$ cat src/rtl/vram_arb_pkg.sv
// Shared widths and the access-owner tag used by the VRAM arbiter and its helpers.
package vram_arb_pkg;

  localparam int VRAM_ADDR_W = 13;
  localparam int VRAM_DATA_W = 8;

  typedef enum logic [1:0] {
    OWN_NONE = 2'd0,
    OWN_VID  = 2'd1,
    OWN_CPU  = 2'd2
  } owner_t;

endpackage

$ cat src/rtl/vram_arbiter_if.sv
// Bundle of video-fetch, CPU-access and single-port RAM signals around the arbiter.
interface vram_arbiter_if;
  import vram_arb_pkg::*;

  logic                   vid_req;
  logic [VRAM_ADDR_W-1:0] vid_addr;
  logic [VRAM_DATA_W-1:0] vid_data;
  logic                   vid_valid;

  logic                   cpu_req;
  logic                   cpu_we;
  logic [VRAM_ADDR_W-1:0] cpu_addr;
  logic [VRAM_DATA_W-1:0] cpu_wdata;
  logic [VRAM_DATA_W-1:0] cpu_rdata;
  logic                   cpu_ack;

  logic [VRAM_ADDR_W-1:0] ram_addr;
  logic [VRAM_DATA_W-1:0] ram_wdata;
  logic                   ram_we;
  logic [VRAM_DATA_W-1:0] ram_q;

  logic                   starve_err;

  // Arbiter side.
  modport slave (
    input  vid_req, vid_addr, cpu_req, cpu_we, cpu_addr, cpu_wdata, ram_q,
    output vid_data, vid_valid, cpu_rdata, cpu_ack, ram_addr, ram_wdata, ram_we,
           starve_err
  );

  // Client / RAM side.
  modport master (
    output vid_req, vid_addr, cpu_req, cpu_we, cpu_addr, cpu_wdata, ram_q,
    input  vid_data, vid_valid, cpu_rdata, cpu_ack, ram_addr, ram_wdata, ram_we,
           starve_err
  );

endinterface

$ cat src/rtl/vram_starve_mon.sv
// Counts cycles a ready CPU request is passed over and latches a sticky starvation flag.
module vram_starve_mon #(
  parameter int WAIT_LIMIT = 8
) (
  input  logic clk_25,
  input  logic reset,
  input  logic i_cpu_req,
  input  logic i_cpu_busy,
  input  logic i_grant,
  output logic o_starve_err
);

  localparam logic [7:0] LIMIT = 8'(WAIT_LIMIT);

  logic [7:0] r_wait_cnt;
  logic [7:0] w_cnt_nxt;
  logic       w_waiting;
  logic       r_starve;

  assign w_waiting = i_cpu_req && !i_cpu_busy && !i_grant;

  always_comb begin
    w_cnt_nxt = r_wait_cnt;
    if (i_grant)
      w_cnt_nxt = '0;
    else if (w_waiting && (r_wait_cnt != 8'hFF))
      w_cnt_nxt = r_wait_cnt + 8'd1;
  end

  // Flag is set on the same edge the count reaches the limit, so it is visible the next cycle.
  always_ff @(posedge clk_25) begin
    if (reset) begin
      r_wait_cnt <= '0;
      r_starve   <= 1'b0;
    end else begin
      r_wait_cnt <= w_cnt_nxt;
      if (w_cnt_nxt >= LIMIT)
        r_starve <= 1'b1;
    end
  end

  assign o_starve_err = r_starve;

endmodule

$ cat src/rtl/vram_arbiter.sv
// Single-port VRAM arbiter: video reads have absolute priority, CPU gets leftover slots.
module vram_arbiter
  import vram_arb_pkg::*;
#(
  parameter int WAIT_LIMIT = 8
) (
  input logic           clk_25,
  input logic           reset,
  vram_arbiter_if.slave bus
);

  logic                   w_vid_issue;
  logic                   w_cpu_grant;
  logic                   w_starve_err;

  logic                   r_cpu_busy;
  owner_t                 r_tag_p0;
  owner_t                 r_tag_p1;
  logic                   r_wr_p0;
  logic                   r_wr_p1;

  logic [VRAM_ADDR_W-1:0] r_ram_addr;
  logic [VRAM_DATA_W-1:0] r_ram_wdata;
  logic                   r_ram_we;
  logic [VRAM_DATA_W-1:0] r_vid_data;
  logic                   r_vid_valid;
  logic [VRAM_DATA_W-1:0] r_cpu_rdata;
  logic                   r_cpu_ack;

  assign w_vid_issue = bus.vid_req;
  assign w_cpu_grant = bus.cpu_req && !bus.vid_req && !r_cpu_busy;

  always_ff @(posedge clk_25) begin
    if (reset) begin
      r_cpu_busy  <= 1'b0;
      r_tag_p0    <= OWN_NONE;
      r_tag_p1    <= OWN_NONE;
      r_wr_p0     <= 1'b0;
      r_wr_p1     <= 1'b0;
      r_ram_addr  <= '0;
      r_ram_wdata <= '0;
      r_ram_we    <= 1'b0;
      r_vid_data  <= '0;
      r_vid_valid <= 1'b0;
      r_cpu_rdata <= '0;
      r_cpu_ack   <= 1'b0;
    end else begin
      r_ram_we    <= 1'b0;
      r_vid_valid <= 1'b0;
      r_cpu_ack   <= 1'b0;

      // Issue: register RAM controls and tag the slot owner (p0 = address on the RAM).
      if (w_vid_issue) begin
        r_ram_addr <= bus.vid_addr;
        r_tag_p0   <= OWN_VID;
        r_wr_p0    <= 1'b0;
      end else if (w_cpu_grant) begin
        r_ram_addr  <= bus.cpu_addr;
        r_ram_wdata <= bus.cpu_wdata;
        r_ram_we    <= bus.cpu_we;
        r_tag_p0    <= OWN_CPU;
        r_wr_p0     <= bus.cpu_we;
      end else begin
        r_tag_p0 <= OWN_NONE;
        r_wr_p0  <= 1'b0;
      end

      // p1: RAM data valid on ram_q this cycle.
      r_tag_p1 <= r_tag_p0;
      r_wr_p1  <= r_wr_p0;

      // Return: route ram_q to its owner.
      case (r_tag_p1)
        OWN_VID: begin
          r_vid_data  <= bus.ram_q;
          r_vid_valid <= 1'b1;
        end
        OWN_CPU: begin
          r_cpu_ack <= 1'b1;
          if (!r_wr_p1)
            r_cpu_rdata <= bus.ram_q;
        end
        default: ;
      endcase

      // Busy spans grant through the ack cycle, blocking a re-grant while ack is visible.
      if (w_cpu_grant)
        r_cpu_busy <= 1'b1;
      else if (r_cpu_ack)
        r_cpu_busy <= 1'b0;
    end
  end

  vram_starve_mon #(
    .WAIT_LIMIT (WAIT_LIMIT)
  ) u_starve_mon (
    .clk_25       (clk_25),
    .reset        (reset),
    .i_cpu_req    (bus.cpu_req),
    .i_cpu_busy   (r_cpu_busy),
    .i_grant      (w_cpu_grant),
    .o_starve_err (w_starve_err)
  );

  assign bus.ram_addr   = r_ram_addr;
  assign bus.ram_wdata  = r_ram_wdata;
  assign bus.ram_we     = r_ram_we;
  assign bus.vid_data   = r_vid_data;
  assign bus.vid_valid  = r_vid_valid;
  assign bus.cpu_rdata  = r_cpu_rdata;
  assign bus.cpu_ack    = r_cpu_ack;
  assign bus.starve_err = w_starve_err;

endmodule

$ cat src/flat_wrapper.sv
// flat-port wrapper written by rule: the top's interface ports become plain ports
module vram_arbiter_flat import vram_arb_pkg::*;
#(
  parameter int WAIT_LIMIT = 8
)
  (clk_25, reset, bus_vid_req, bus_vid_addr, bus_cpu_req, bus_cpu_we, bus_cpu_addr, bus_cpu_wdata, bus_ram_q, bus_vid_data, bus_vid_valid, bus_cpu_rdata, bus_cpu_ack, bus_ram_addr, bus_ram_wdata, bus_ram_we, bus_starve_err);
  vram_arbiter_if bus_i ();
  input logic clk_25;
  input logic reset;
  input wire logic [$bits(bus_i.vid_req)-1:0] bus_vid_req;
  input wire logic [$bits(bus_i.vid_addr)-1:0] bus_vid_addr;
  input wire logic [$bits(bus_i.cpu_req)-1:0] bus_cpu_req;
  input wire logic [$bits(bus_i.cpu_we)-1:0] bus_cpu_we;
  input wire logic [$bits(bus_i.cpu_addr)-1:0] bus_cpu_addr;
  input wire logic [$bits(bus_i.cpu_wdata)-1:0] bus_cpu_wdata;
  input wire logic [$bits(bus_i.ram_q)-1:0] bus_ram_q;
  output wire logic [$bits(bus_i.vid_data)-1:0] bus_vid_data;
  output wire logic [$bits(bus_i.vid_valid)-1:0] bus_vid_valid;
  output wire logic [$bits(bus_i.cpu_rdata)-1:0] bus_cpu_rdata;
  output wire logic [$bits(bus_i.cpu_ack)-1:0] bus_cpu_ack;
  output wire logic [$bits(bus_i.ram_addr)-1:0] bus_ram_addr;
  output wire logic [$bits(bus_i.ram_wdata)-1:0] bus_ram_wdata;
  output wire logic [$bits(bus_i.ram_we)-1:0] bus_ram_we;
  output wire logic [$bits(bus_i.starve_err)-1:0] bus_starve_err;
  assign bus_i.vid_req = bus_vid_req;
  assign bus_i.vid_addr = bus_vid_addr;
  assign bus_i.cpu_req = bus_cpu_req;
  assign bus_i.cpu_we = bus_cpu_we;
  assign bus_i.cpu_addr = bus_cpu_addr;
  assign bus_i.cpu_wdata = bus_cpu_wdata;
  assign bus_i.ram_q = bus_ram_q;
  assign bus_vid_data = bus_i.vid_data;
  assign bus_vid_valid = bus_i.vid_valid;
  assign bus_cpu_rdata = bus_i.cpu_rdata;
  assign bus_cpu_ack = bus_i.cpu_ack;
  assign bus_ram_addr = bus_i.ram_addr;
  assign bus_ram_wdata = bus_i.ram_wdata;
  assign bus_ram_we = bus_i.ram_we;
  assign bus_starve_err = bus_i.starve_err;
  vram_arbiter #(.WAIT_LIMIT(WAIT_LIMIT)) u_core (.clk_25(clk_25), .reset(reset), .bus(bus_i));
endmodule
$ cat config.mk
export PLATFORM = sky130hd
export DESIGN_NAME = vram_arbiter_flat
export DESIGN_NICKNAME = d
export VERILOG_FILES = /design/src/rtl/vram_arb_pkg.sv /design/src/rtl/vram_arbiter_if.sv /design/src/rtl/vram_starve_mon.sv /design/src/rtl/vram_arbiter.sv /design/src/flat_wrapper.sv
export SDC_FILE = /design/constraint.sdc
export NUM_CORES = 1
export LEC_CHECK = 0
export ABC_AREA = 1
export CAP_MARGIN = 30
export CORE_MARGIN = 1
export CORE_UTILIZATION = 45
export CTS_BUF_LIST = sky130_fd_sc_hd__clkbuf_2
export DETAILED_ROUTE_END_ITERATION = 16
export PLACE_DENSITY = 0.83
export SLEW_MARGIN = 20
export SYNTH_ARGS = -nofsm -noshare
export SYNTH_HDL_FRONTEND = slang
export SYNTH_SLANG_ARGS = --single-unit
$ cat constraint.sdc
create_clock -name clk_25 -period 1.8 [get_ports clk_25]
set_input_delay 0.18 -clock clk_25 [delete_from_list [all_inputs] [get_ports clk_25]]
set_output_delay 0.18 -clock clk_25 [all_outputs]
set_load 0.1 [all_outputs]
## Yosys cells after proc, flatten, opt, wreduce, memory -nomap -nowiden

Cells that the tools add are included.

- Register bits after elaboration: 55
- Word-level logic and storage cells: 46
- Input port bits: 47
- Output and inout bits: 41

- Add/subtract/negate cells: 1
- Reduce and logical (&&, ||, !) cells: 14
- Multiplexer cells: 10
- Equal/unequal tests: 3
- Bitwise operators: 3
- Order comparisons: 1

Operators by type and width:

| operator | count |
|---|---|
| $mux W13 | 2 |
| $mux W8 | 2 |
| $add A8 B1 Y8 const B | 1 |
| $ge A8 B4 Y1 const B | 1 |
| $ne A8 B8 Y1 const B | 1 |
| $logic_and A1 B1 Y1 | 5 |
| $mux W1 | 5 |
| $reduce_and A2 Y1 | 2 |
| $reduce_bool A2 Y1 | 2 |
| $logic_not A1 Y1 | 3 |
| $not A1 Y1 | 3 |
| $reduce_or A3 Y1 | 1 |
| $eq A2 B1 Y1 const B | 1 |
| $eq A2 B2 Y1 const B | 1 |
| $mux W2 | 1 |
| $reduce_or A2 Y1 | 1 |

## Longest topological paths before layout

Gate-level depths: netlist (run 1).

- Depth in word-level cells: 9
- Mapped depth: 11
- Gate-level depth less buffers: 11

## By module

Synthesis (run 1) repeated with hierarchy kept, for this count alone.

- Cells, all modules: 354
- Area total of the unflattened synthesis: 2431.1 um^2

Modules (own cells, without submodules):

| module | sequential area each (um^2) | instances | area an instance (um^2) | cells an instance |
|---|---|---|---|---|
| vram_arbiter | 920.9 | 1 | 1904.3 | 273 |
| vram_starve_mon | 180.2 | 1 | 526.8 | 81 |

## Worst setup path before layout (run 1)

No wires, ideal clock.

- Path kind: reg-to-reg
- Start: reg, netlist name u_core.bus.ram_addr[0]
- End: reg u_core.r_ram_addr[0], in the netlist u_core.bus.ram_addr[0]
- Path slack: 0.459 ns
- Library setup time: 0.075 ns
- Buffers on the path: 0
- Clock period less this slack: 1.341 ns
- Arrival: 1.266 ns
- Cell stages (with the launch flop): 3
- Required time: 1.725 ns
- Cells stage by stage: dfxtp_1 o21ai_0 a31oi_1

RTL lines:

| item | RTL line | text |
|---|---|---|
| to (signal assigned) | vram_arbiter.sv:54 | `r_ram_addr <= bus.vid_addr;` |
| to (signal assigned) | vram_arbiter.sv:58 | `r_ram_addr <= bus.cpu_addr;` |
| to (decl) | vram_arbiter.sv:22 | `logic [VRAM_ADDR_W-1:0] r_ram_addr;` |

## Worst setup path after layout (run 1)

- Start: reg u_core.u_starve_mon.r_wait_cnt[0]
- End: reg u_core.u_starve_mon.r_starve, in the netlist u_core.u_starve_mon.o_starve_err

- Longest elaborated chain between the ends: 5
- Elaborated cells between the ends (all ways): 6
- Classes of those cells: add/sub: 1; order compare: 1; eq/ne: 1; mux: 2; reduce/logical: 1

Ends and longest elaborated chain:

| item | RTL line | text |
|---|---|---|
| from (decl) | vram_starve_mon.sv:15 | `logic [7:0] r_wait_cnt;` |
| from (signal assigned) | vram_starve_mon.sv:36 | `r_wait_cnt <= w_cnt_nxt;` |
| parallel branches: the longest is 2 deep, another holds $add A8 B1 Y8 | -- |  |
| $mux W8 * | vram_starve_mon.sv:26 | `else if (w_waiting && (r_wait_cnt != 8'hFF))` |
| $mux W8 * | vram_starve_mon.sv:24 | `if (i_grant)` |
| $ge A8 B4 Y1 * | vram_starve_mon.sv:37 | `if (w_cnt_nxt >= LIMIT)` |
| to (signal assigned) | vram_starve_mon.sv:34 | `r_starve <= 1'b0;` |
| to (signal assigned) | vram_starve_mon.sv:38 | `r_starve <= 1'b1;` |
| to (decl) | vram_starve_mon.sv:18 | `logic r_starve;` |

Every way passes the cells marked *.
A chain may end at the register's enable or synchronous reset.

==> metrics.txt, run 1 <==
cell with the most instances after synthesis nand2_1; Final Hold Fails 0; min cycle time layout around 1500 ps; gr busiest metal met2; Multi-input gate area ~940 um2; status complete, no violations; final WL around 5000 um; Max-cap violations 0; Yosys cell types 28; 1st-pass router iterations 4; Critical path origin u_core.u_starve_mon.r_wait_cnt[0]$_SDFF_PP0_; most frequent cells after synthesis nand2_1, dfxtp_1, nor2_1, inv_1, o21ai_0; io pins between 80 and 90; Port Buffers a little under 90; CP Max Fanout 6; top cell type by total area after synthesis dfxtp_1; Tcrit/Tclk final 0.8296; vias in the first global route approximately 1900; power per cell area slightly above 800 mW/mm2; CTS tree done; hold buffer count at cts 0; largest net degree at the start of global routing 30; largest cells by area after synthesis dfxtp_1, nand2_1, nor2_1; Post-Syn Area approximately 0.0022 mm2; fillcell total approximately 430; H-tree depth 2; Worst Setup Start Kind flop; initial drt markers about 110; syn nets roughly 340; WL/cell roughly 11 um; via count a little over 2000; Setup crit end kind flop; Synth Flop Type dfxtp_1; Least-Margin Pin Slew roughly 500 ps; hold depth 3; Die Ht 72.29 um; Setup Buffers After CTS 0; layout cells sized above 1 0.1989; ANT nets after route 0; first-pass GRT wire length around 8400 um; gr usage total 0.2049; FF-to-FF setup slack 310 ps; WP data arrival 1890 ps; clk_lat worst skew 460 ps; Worst Skew about 8.5 ps; Worst-path clk slew between 200 and 300 ps; critical path type flop to flop; CP endpoint u_core.u_starve_mon.o_starve_err$_SDFFE_PP0P_; post_cts resized 0; final number of setup-violating endpoints 0; Pwr Total ~2.5 mW; Cells after Synth 290; sequential-to-total area share from yosys stat 0.4952; register area between 0.001 and 0.0015 mm2; reg-to-reg critical path startpoint u_core.u_starve_mon.r_wait_cnt[0]$_SDFF_PP0_; Initial Util 0.4707; syn avg cell area 7.667 um2; asr flop ratio synth 0; maximum clock rate about 0.67 GHz; register bit total from synthesis 55; antenna violations before repair 0; Synth Warn # 0; die width slightly above 70 um; FP Rows 25; Die ar. between 0.005 and 0.006 mm2; CTS max path bufs 2; FF-to-FF End u_core.u_starve_mon.o_starve_err$_SDFFE_PP0P_; nets around 420; grt met2 use 0.3520; Pins Over Slew Limit 0; drt drc 0; worst reg2reg path depth 10; root buffer cell clkbuf_2; Via density about 4.6; Req. time, crit path 2200 ps; Area after DPL 0.003045 mm2; GRT Residual Overflow 0; Post-synth EDFFs 0; Placeable Area about 0.0047 mm2; met3 usage 0.04722; Min-Delay Path Class primary input to flop; Yosys top cell area share 0.4952; leakage power about 1.4 nW; total CTS buffers 5; RSZ-0062 raised after global routing false; Post-Layout Inst Area about 0.0031 mm2; Slew HR 0.6693; HPWL after DPL 3739 um; met1 usage 0.2436; RePlAce Congestion ~0.85; Inserted Diodes 0; Sink Count between 50 and 60; synthesis-to-layout area growth 39.17%; IR drop worst, VDD 0.0005457 V
[worst min path at each step]
stage / endpoint / from
2_1_floorplan: u_core.bus.ram_wdata[0]$_SDFFE_PP0P_ / bus_cpu_wdata[0]
3_3_place_gp: u_core.r_tag_p1[0]$_SDFF_PP0_ / u_core.r_tag_p0[0]$_SDFF_PP0_
3_5_place_dp: u_core.r_tag_p1[0]$_SDFF_PP0_ / u_core.r_tag_p0[0]$_SDFF_PP0_
6_report: u_core.bus.ram_we$_SDFF_PP0_ / bus_cpu_we
4_1_cts: u_core.bus.ram_we$_SDFF_PP0_ / bus_cpu_we
5_1_grt: u_core.bus.ram_wdata[6]$_SDFFE_PP0P_ / bus_cpu_wdata[6]
[cell usage in the layout, fill, tap and decap left out, drive strengths merged]
cell type / instances
clkinv: 2
a31oi: 13
clkinvlp: 1
xor2: 3
ha: 1
nor2: 45
o21ai: 30
nand2: 66
nand3: 16
clkbuf: 5
nand3b: 1
o31ai: 1
dfxtp: 55
buf: 45
clkdlybuf4s50: 46
a21oi: 13
nor3: 1
inv: 32
nand4: 1
[where the power goes]
group          leakage [nW]  switching, mW  internal (mW)
Combinational         0.885          0.512          0.201
Sequential            0.450         0.0319           1.28
Clock                0.0309          0.410          0.104
Total                  1.37          0.955           1.59
[layer usage]
metal | vias up | share of wire | wire length, um
met5 | - | 0 | 0
met4 | 0 | 0.014 | 72
li1 | 1098 | - | -
met2 | 58 | 0.48 | 2434
met1 | 899 | 0.45 | 2273
met3 | 8 | 0.053 | 265
[cell families after synthesis]
kind of cell | share of synthesized area
simple gates | 0.2611
compound gates | 0.1418
xor+xnor | 0.01520
flops | 0.4952
fa+ha+maj | 0.005627
buf+inv | 0.08103
[per-stage QoR]
step                TNS, ps  utilization  setup slack, ps  cells  hold slack [ps]
floorplan                 0            -            458.8    290            283.1
global placement          0       0.6448            76.00    436            391.9
detailed placement   -8.203       0.6448           -8.203    436            396.1
CTS                       0       0.6551            310.6    444            186.0
global route              0       0.6551            242.8    444            176.2
finish                    0       0.6551            306.7    444            201.8
[final cells by class]
class                   count  share of cell area
repair buffers             91              0.2580
multi-input cells         191              0.3045
clock buffers               5            0.008087
inverters                  32             0.03882
well taps                  67             0.02709
flip-flops and latches     55              0.3558
clock inverters             3            0.007683
[state kept, by name (all words and copies together), names as in the netlist, 2 cells and up]
name / cells
u_core.u_starve_mon.r_wait_cnt: 8
u_core.bus.ram_addr: 13
u_core.r_tag_p0: 2
u_core.bus.cpu_rdata: 8
u_core.r_tag_p1: 2
u_core.bus.vid_data: 8
u_core.bus.ram_wdata: 8
[critical path, cell delays in order, from the launching register on]
cell	delay (ps)
dfxtp_1	450
ha_1	190
inv_1	80
nor2_4	160
nand2_4	90
nand2_4	110
inv_2	70
nand2_1	80
a21oi_2	60
nor2_1	100
nand2_1	50
No activity file was read; power rests on OpenSTA's default activity.
==> run 2: changes to the inputs <==
--- a/config.mk
+++ b/config.mk
@@ -8,10 +8,10 @@
 export ABC_AREA = 1
 export CAP_MARGIN = 30
 export CORE_MARGIN = 1
-export CORE_UTILIZATION = 45
+export CORE_UTILIZATION = 40
 export CTS_BUF_LIST = sky130_fd_sc_hd__clkbuf_2
 export DETAILED_ROUTE_END_ITERATION = 16
-export PLACE_DENSITY = 0.83
+export PLACE_DENSITY = 0.78
 export SLEW_MARGIN = 20
 export SYNTH_ARGS = -nofsm -noshare
 export SYNTH_HDL_FRONTEND = slang
==> constraint.sdc (replaced) <==
create_clock -name clk_25 -period 1.2 [get_ports clk_25]
set_input_delay 0.12 -clock clk_25 [delete_from_list [all_inputs] [get_ports clk_25]]
set_output_delay 0.12 -clock clk_25 [all_outputs]
set_load 0.1 [all_outputs]
==> run 2 against run 1 <==
Compared with the run above:
- the run now ends with setup timing left
- design area increased by 33%
- die area grew 12%
- global-route usage down 0.39 points
- first-iteration DRC count up 22%
- sequential power grew 55%
- largest power group unchanged
- highest routed layer unchanged
==> metrics.txt, run 2 (synthesis gave the netlist of run 1 again) <==
drt drc 0 (unchanged); CTS tree done (unchanged); synthesis-to-layout area growth 85.48% (was 39.17%); max reg flops 13 (unchanged); leakage power 1.721 nW (was 1.366 nW); hold buffer count at cts 0 (unchanged); root buffer cell clkbuf_2 (unchanged); Least-Margin Pin Slew 295.2 ps (was 494.6 ps); status finished with violations (was complete, no violations); die width 76.56 um (was 72.29 um); antenna violations before repair 0 (unchanged); initial drt markers 131 (was 107); RePlAce Congestion 0.9218 (was 0.8537); Placeable Area 0.005238 mm2 (was 0.004723 mm2); FP Rows 26 (was 25); WP data arrival 1940 ps (was 1890 ps); Cell Chain, Critical Path nand2_1, inv_1, nand3_1, nor2_1, nand2_1, a21oi_1, nand3_1, nand2_1, nand2_1 (was ha_1, inv_1, nor2_4, nand2_4, nand2_4, inv_2, nand2_1, a21oi_2, nor2_1, nand2_1); io pins 88 (unchanged); power per cell area 1030 mW/mm2 (was 821.3 mW/mm2); via count 2396 (was 2063); failing checks setup timing; most frequent cells in the layout nand2_1, clkdlybuf4s50_1, buf_12 (was nand2_1, dfxtp_1, clkdlybuf4s50_1); nets 456 (was 424); Slowest-stage cell, CP dfxtp_1 (unchanged); 1st-pass router iterations 4 (unchanged); total negative slack -1516 ps (was 0 ps); Min-Delay Path Class primary input to flop (unchanged); total CTS buffers 5 (unchanged); gr usage total 0.2010 (was 0.2049); layout cells sized above 1 0.4328 (was 0.1989); vias in the first global route 2204 (was 1903); Tcrit/Tclk final 1.303 (was 0.8296); critical path type flop to flop (unchanged); Sink Count 55 (unchanged); IR drop worst, VDD 0.0007675 V (was 0.0005457 V); HPWL after DPL 4486 um (was 3739 um); Setup crit end kind flop (unchanged); most used cell, CP nand2_1; WL/cell 14.79 um (was 11.36 um); Worst Skew 13.41 ps (was 8.512 ps); Pins Over Slew Limit 0 (unchanged); CP Max Fanout 4 (was 6); Post-Route Utilization 0.7874 (was 0.6551); Max-cap violations 0 (unchanged); ANT nets after route 0 (unchanged); largest net degree at the start of global routing 27 (was 30); Slew HR 0.8026 (was 0.6693); Req. time, crit path 1570 ps (was 2200 ps); Die Ht 76.56 um (was 72.29 um); Port Buffers 87 (unchanged); maximum clock rate 0.6394 GHz (was 0.6697 GHz); Initial Util 0.4245 (was 0.4707); Final Hold Fails 0 (unchanged); min cycle time layout 1564 ps (was 1493 ps); Worst-path clk slew 280 ps (about the same); Inserted Diodes 0 (unchanged); final number of setup-violating endpoints 25 (was 0); RSZ-0062 raised after global routing true (was false); final worst slack -363.9 ps (was 306.7 ps); fillcell total 309 (was 434); first-pass GRT wire length 9591 um (was 8383 um); GRT Residual Overflow 0 (unchanged); Via density 5.002 (was 4.646); H-tree depth 2 (unchanged); clk_lat worst skew 450 ps (was 460 ps); final WL 7086 um (was 5046 um); Die ar. 0.005861 mm2 (was 0.005226 mm2); CTS max path bufs 2 (unchanged); commonest non-fill, non-tap cell in the layout nand2_1 (unchanged); Worst Setup Start Kind flop (unchanged); max incr delay on CP 490 ps (was 450 ps)
## run 2: cell count changes in the layout (fill, tap and decap cells not counted), moves of 4 or more
cell     before  now
nor2_1       40   34
o21ai_2       1   11
dfxtp_2       0   33
nor2_2        2    6
o21ai_0      22   16
dfxtp_4       0   12
o21ai_1       7    2
buf_12        0   44
buf_4        45   27
dfxtp_1      55   10
## run 2: critical path: cells and delay by family (launching register included)
| family | cells | cell delay [ps] |
|---|---|---|
| flops | 1 | 490 |
| compound gates | 1 | 220 |
| buf+inv | 1 | 80 |
| simple gates | 7 | 720 |
## run 2: final timing paths
| check | startpoint | endpoint | slack, ps | cells past startpoint |
|---|---|---|---|---|
| worst max-delay path | u_core.u_starve_mon.r_wait_cnt[5]$_SDFF_PP0_ | u_core.u_starve_mon.o_starve_err$_SDFFE_PP0P_ | -360 | 9 |
| worst min-delay path | bus_cpu_wdata[2] | u_core.bus.ram_wdata[2]$_SDFFE_PP0P_ | 150 | 3 |
| worst max register to register | u_core.u_starve_mon.r_wait_cnt[5]$_SDFF_PP0_ | u_core.u_starve_mon.o_starve_err$_SDFFE_PP0P_ | -360 | 9 |
| worst min register to register | u_core.r_tag_p0[0]$_SDFF_PP0_ | u_core.r_tag_p1[0]$_SDFF_PP0_ | 430 | 2 |
## run 2: power by group
part	total (mW)	switching [mW]	internal (mW)
combinational	1.47	0.856	0.612
sequential	2.03	0.0992	1.93
clock	0.752	0.598	0.154
total	4.25	1.55	2.69
## run 2: metal layers
| layer | GRT usage | up-vias | part of all wire |
|---|---|---|---|
| li1 | - | 1167 | - |
| met1 | 0.2221 | 1100 | 0.37 |
| met2 | 0.3559 | 107 | 0.53 |
| met3 | 0.06467 | 22 | 0.072 |
| met4 | 0.07692 | 0 | 0.033 |
| met5 | 0 | - | 0 |
## run 2: timing repair
item | 4_1_cts | 5_1_grt
gates resized for setup | 11 | 40
endpoints found under the setup margin | 22 | 72
pin swaps | 3 | 10
buffers inserted | 2 | 9
cloned | 1 | 2
## run 2: stage by stage
stage               hold WS (ps)  cells  worst slack [ps]  total power, mW  area (um2)
global placement           389.8    457            -246.8            3.374        3804
global route               131.4    479            -413.2            4.412        4124
finish                     152.5    479            -363.9            4.246        4124
CTS                        135.3    468            -151.4            4.146        3897
detailed placement         397.4    457            -314.6            3.400        3804
floorplan                  223.1    290            -34.38            2.778        2292
## run 2: area by class of cell
| cell class | count | area (um2) | area share |
|---|---|---|---|
| Clock buffer | 5 | 25.02 | 0.006068 |
| Multi-Input combinational cell | 192 | 1047 | 0.2539 |
| Clock inverter | 3 | 22.52 | 0.005461 |
| Inverter | 32 | 126.4 | 0.03064 |
| Sequential cell | 55 | 1187 | 0.2879 |
| Timing Repair Buffer | 122 | 1628 | 0.3947 |
| Tap cell | 70 | 87.58 | 0.02124 |
